File: src/rtl/mod_reduce_seq.sv
// Sequential restoring reduction R = P mod M, one (or two) product bits per RUN cycle.
// Define MOD_REDUCE_RADIX4_EN to consume two bits per cycle through chained subtract stages.
module mod_reduce_seq #(
  parameter  int MW = 64,
  localparam int PW = 2*MW + 1
) (
  input  logic          clock,
  input  logic          reset,
  input  logic          in_valid,
  output logic          in_ready,
  input  logic [PW-1:0] P_in,
  input  logic [MW-1:0] M_in,
  output logic          out_valid,
  input  logic          out_ready,
  output logic [MW-1:0] R,
  output logic          err
);

`ifdef MOD_REDUCE_RADIX4_EN
  localparam int SW  = PW + 1;
  localparam int BPC = 2;
`else
  localparam int SW  = PW;
  localparam int BPC = 1;
`endif
  localparam int N  = SW / BPC;
  localparam int IW = $clog2(N);

  typedef enum logic [1:0] {IDLE, RUN, DONE} state_t;

  state_t        r_state, w_state_next;
  logic [SW-1:0] r_shift, w_shift_next;
  logic [MW-1:0] r_m,     w_m_next;
  logic [MW+1:0] r_rem,   w_rem_next;
  logic [IW-1:0] r_idx,   w_idx_next;
  logic [MW-1:0] r_res,   w_res_next;
  logic          r_err,   w_err_next;
  logic [MW+1:0] w_step;

  // Remainder stays below M, so doubling plus one bit fits MW+1 bits and one subtract suffices.
  function automatic logic [MW+1:0] f_step(input logic [MW+1:0] rem, input logic b,
                                           input logic [MW-1:0] m);
    logic [MW+1:0] t;
    t = (rem << 1) | {{(MW+1){1'b0}}, b};
    if (t >= {2'b00, m})
      t = t - {2'b00, m};
    return t;
  endfunction

`ifdef MOD_REDUCE_RADIX4_EN
  assign w_step = f_step(f_step(r_rem, r_shift[SW-1], r_m), r_shift[SW-2], r_m);
`else
  assign w_step = f_step(r_rem, r_shift[SW-1], r_m);
`endif

  assign in_ready  = (r_state == IDLE);
  assign out_valid = (r_state == DONE);
  assign R         = r_res;
  assign err       = r_err;

  always_ff @(posedge clock) begin
    if (reset) begin
      r_state <= IDLE;
      r_shift <= '0;
      r_m     <= '0;
      r_rem   <= '0;
      r_idx   <= '0;
      r_res   <= '0;
      r_err   <= 1'b0;
    end else begin
      r_state <= w_state_next;
      r_shift <= w_shift_next;
      r_m     <= w_m_next;
      r_rem   <= w_rem_next;
      r_idx   <= w_idx_next;
      r_res   <= w_res_next;
      r_err   <= w_err_next;
    end
  end

  always_comb begin
    w_state_next = r_state;
    w_shift_next = r_shift;
    w_m_next     = r_m;
    w_rem_next   = r_rem;
    w_idx_next   = r_idx;
    w_res_next   = r_res;
    w_err_next   = r_err;
    case (r_state)
      IDLE: begin
        if (in_valid) begin
          w_shift_next = SW'(P_in);
          w_m_next     = M_in;
          w_rem_next   = '0;
          w_idx_next   = IW'(N - 1);
          w_res_next   = '0;
          w_err_next   = (M_in == '0);
          w_state_next = (M_in == '0) ? DONE : RUN;
        end
      end
      RUN: begin
        w_rem_next   = w_step;
        w_shift_next = r_shift << BPC;
        if (r_idx == '0) begin
          w_res_next   = w_step[MW-1:0];
          w_state_next = DONE;
        end else begin
          w_idx_next = r_idx - 1'b1;
        end
      end
      DONE: begin
        if (out_ready)
          w_state_next = IDLE;
      end
      default: w_state_next = IDLE;
    endcase
  end

endmodule

File: config.mk
export PLATFORM = sky130hd
export DESIGN_NAME = mod_reduce_seq
export DESIGN_NICKNAME = d
export VERILOG_FILES = /design/src/rtl/mod_reduce_seq.sv
export SDC_FILE = /design/constraint.sdc
export NUM_CORES = 1
export LEC_CHECK = 0
export CAP_MARGIN = 15
export CELL_PAD_IN_SITES_DETAIL_PLACEMENT = 1
export CELL_PAD_IN_SITES_GLOBAL_PLACEMENT = 2
export CORE_MARGIN = 2
export CORE_UTILIZATION = 32
export CTS_CLUSTER_DIAMETER = 100
export CTS_CLUSTER_SIZE = 12
export DETAILED_ROUTE_END_ITERATION = 7
export HOLD_SLACK_MARGIN = 0.08
export PLACE_DENSITY_LB_ADDON = 0.1
export SYNTH_ARGS = -nofsm -noshare
export SYNTH_HDL_FRONTEND = slang
export SYNTH_SLANG_ARGS = --single-unit
export TNS_END_PERCENT = 20
File: constraint.sdc
create_clock -name clock -period 4.4 [get_ports clock]
set_input_delay 0.88 -clock clock [delete_from_list [all_inputs] [get_ports clock]]
set_output_delay 0.88 -clock clock [all_outputs]
set_load 0.02 [all_outputs]
==> impl_metrics.toml, run 1 <==
[run_status]
outcome = "finished clean"

[grt]
grt_overflow = 0
grt_util_all_layers = 0.213
grt_pass1_vias = 16600
grt_pass1_wl_um = 94600
grt_max_degree = 258
antenna_found_initial = 7

[worst_setup_path]
cp.arrival_ns = 4.37
reg2reg_depth = 15
r2r_start = "r_shift[128]"
crit_required_ns = 4.82
cp-end-kind = "flop"
r2r_setup_slack_ns = 0.45
crit_type = "flop to flop"
cp-start-kind = "flop"
worstPathMaxFanout = 35
reg2reg_to = "R[6]"

[cells_and_area]
fillers = 6323
register_area_um2 = 6670
fin_nets = 2596
area_growth_pct = 24.0
multiInputGateArea_um2 = 9810
drive_above_1_share = 0.0390

[cts]
h-tree-depth = 2
cts_resized = 0
tritoncts = "yes"
clock-sinks = 333
clk_path_buf_depth = 3
clkTransAtPathRegs_ns = 0.06
hold_buffers = 0
cts-buffers-inserted = 34
post_cts_buffers = 0
clk_latency_ns = 0.57
clockRootBuffer = "clkbuf_16"

[sta]
finalSetupViolations = 0
slew_headroom = 0.234
worst_pin_slew_ns = 1.15
fin_crit_ns = 3.95
rsz0062_at_grt = "no"
fin_tns_setup_ns = 0
worst_slack_ns = 0.449
fmax_mhz = 253
slew_viol_final = 0
fin_skew_ns = 0.0328
hold_viol_final = 0
finalCritPeriodShare = 0.898

[floorplanning]
io_pins = 264
core_area_um2 = 53700
die_w_um = 237
start_util = 0.323
dieArea_um2 = 56200
die_h_um = 237
std_cell_rows = 85

[placement]
hpwl_um = 45000
dp_slack_ns = 0.432
port_buffers = 263
gp_congestion = 0.850

[min_path]
min-delay-start = "R[20]"
hold_depth = 2
hp-class = "flop to flop"
holdPathEnd = "R[20]"

[logic_synthesis]
syn_area_um2 = 17400
synth_top_flop_cell = "dfxtp_1"
async_reset_ff_frac = 0
yosysWarnings = 0
ys_types = 69
syn_inst = 2152
seq_area_frac_synth = 0.384
ys_ff_latch = 333
synth-edff-count = 0
syn_nets = 2416
syn_area_per_cell_um2 = 8.07

[route]
routed_wl_um = 60900
dr.pass1.iters = 5
first_iter_violations = 642
wire_per_inst_um = 20.0
vias_per_cell = 5.25
vias = 15900
drcViolationCount = 0
antenna_left = 0

[run]
max-cap-violations = 0
==> cells in the final DEF (no fill, tap or decap), types with 9 or more instances in the layout <==
master / synthesis / layout
a211oi_1: 134 / 134
a21o_1: 19 / 19
a21oi_1: 178 / 178
a22o_1: 23 / 23
a2bb2oi_1: 18 / 18
a31oi_1: 12 / 12
buf_4: 3 / 18
clkbuf_16: 0 / 35
clkdlybuf4s50_1: 0 / 262
dfxtp_1: 333 / 333
ha_1: 66 / 66
inv_1: 91 / 91
mux2i_1: 156 / 156
nand2_1: 299 / 299
nand3_1: 21 / 21
nand4_1: 20 / 20
nor2_1: 258 / 253
nor2b_1: 9 / 9
nor3_1: 18 / 18
nor4_1: 22 / 22
o21ai_0: 141 / 141
o21bai_1: 21 / 21
xnor2_1: 38 / 38
xor2_1: 25 / 25
==> final cells by class <==
class / instances / share of cell area
well taps: 696 / 0.0404
clock inverters: 4 / 0.00343
inverters: 91 / 0.0159
diodes: 3 / 0.000348
multi-input cells: 1585 / 0.455
repair buffers: 287 / 0.134
clock buffers: 36 / 0.0413
flip-flops and latches: 333 / 0.309
==> Yosys cell counts, types with 3 or more instances <==
cell type / n / area (µm²)
a211oi_1: 134 / 1010
a21boi_0: 4 / 30.0
a21o_1: 19 / 143
a21oi_1: 178 / 891
a221oi_1: 4 / 35.0
a22o_1: 23 / 201
a22oi_1: 3 / 22.5
a2bb2oi_1: 18 / 158
a311oi_1: 3 / 26.3
a31oi_1: 12 / 75.1
a41oi_1: 4 / 35.0
and2_1: 4 / 25.0
and3_1: 8 / 50.1
buf_1: 15 / 56.3
buf_2: 7 / 35.0
buf_4: 3 / 22.5
buf_6: 3 / 33.8
clkbuf_1: 113 / 424
dfxtp_1: 333 / 6670
ha_1: 66 / 826
inv_1: 91 / 342
mux2_2: 6 / 67.6
mux2i_1: 156 / 1560
nand2_1: 299 / 1120
nand2b_1: 9 / 56.3
nand3_1: 21 / 105
nand4_1: 20 / 125
nor2_1: 258 / 968
nor2b_1: 9 / 56.3
nor3_1: 18 / 90.1
nor4_1: 22 / 138
o2111ai_1: 5 / 43.8
o21a_1: 5 / 37.5
o21ai_0: 141 / 706
o21ai_1: 7 / 35.0
o21bai_1: 21 / 158
o31ai_1: 8 / 60.1
or2_2: 4 / 25.0
or3_1: 4 / 25.0
xnor2_1: 38 / 333
xor2_1: 25 / 219
==> routing by layer <==
| metal | up-vias | part of all wire | global-route usage |
|---|---|---|---|
| li1 | 7932 | - | - |
| met1 | 7674 | 0.45 | 0.271 |
| met2 | 233 | 0.47 | 0.363 |
| met3 | 74 | 0.053 | 0.0493 |
| met4 | 12 | 0.020 | 0.0524 |
| met5 | - | 0.0013 | 0 |
==> kinds of logic (layout without fill, tap and decap cells) <==
| logic type | count (synthesis) | in the layout | share of synthesized area |
|---|---|---|---|
| simple gates | 683 | 683 | 0.164 |
| compound gates | 610 | 610 | 0.223 |
| flops | 333 | 333 | 0.384 |
| buf+inv | 234 | 418 | 0.0546 |
| mux | 162 | 162 | 0.0938 |
| fa+ha+maj | 67 | 67 | 0.0487 |
| xor+xnor | 63 | 63 | 0.0318 |
| other cells | 0 | 3 | 0 |
==> worst max-delay path, cell delays in order, from the launching register on <==
cell and delay, ns:
dfxtp_1 0.37, inv_1 0.06, ha_1 0.22, fa_1 0.42, and2b_1 0.24, o2111ai_1 0.16, a21oi_2 0.27, nor2_2 0.10
o31ai_4 0.35, a41oi_1 0.19, a2111o_1 0.48, nand4_4 0.18, buf_12 0.24, mux2i_1 0.29, a2bb2oi_1 0.19, nor2_1 0.05
==> stage by stage <==
stage | hold WS, ns | std cells | area (µm²) | utilization
2_1_floorplan | 0.436 | 2152 | 17400 | -
3_3_place_gp | 0.436 | 2992 | 20600 | 0.383
3_5_place_dp | 0.443 | 2992 | 20600 | 0.383
4_1_cts | 0.457 | 3032 | 21500 | 0.401
5_1_grt | 0.479 | 3032 | 21500 | 0.401
6_report | 0.451 | 3035 | 21500 | 0.401
==> registers in the layout (all words and copies together) (netlist names) <==
signal,flops
r_shift,129
r_state,2
R,64
r_m,64
r_idx,8
r_rem,65
err,1
==> how the worst max path moves through the flow <==
stage | start | to | slack [ns] | depth (start not counted)
detailed placement | r_shift[128] | R[59] | 0.43 | 14
global route | r_shift[128] | R[6] | 0.17 | 15
CTS | r_shift[128] | R[3] | 0.41 | 15
finish | r_shift[128] | R[6] | 0.45 | 15
floorplan | r_shift[128] | R[15] | 1.00 | 16
global placement | r_shift[128] | r_rem[46] | 0.56 | 14
Power of run 1 is not shown: default switching activity piles up to over one toggle a cycle in this logic, so the estimate is an artifact.
==> run 2: changes to the inputs <==
--- a/config.mk
+++ b/config.mk
@@ -5,7 +5,7 @@
 export SDC_FILE = /design/constraint.sdc
 export NUM_CORES = 1
 export LEC_CHECK = 0
-export CAP_MARGIN = 15
+export CAP_MARGIN = 10
 export CELL_PAD_IN_SITES_DETAIL_PLACEMENT = 1
 export CELL_PAD_IN_SITES_GLOBAL_PLACEMENT = 2
 export CORE_MARGIN = 2
==> results of run 2 <==
Final layout, timing and power as in run 1 (identical DEF).
Power of run 2 is left out for the same reason.
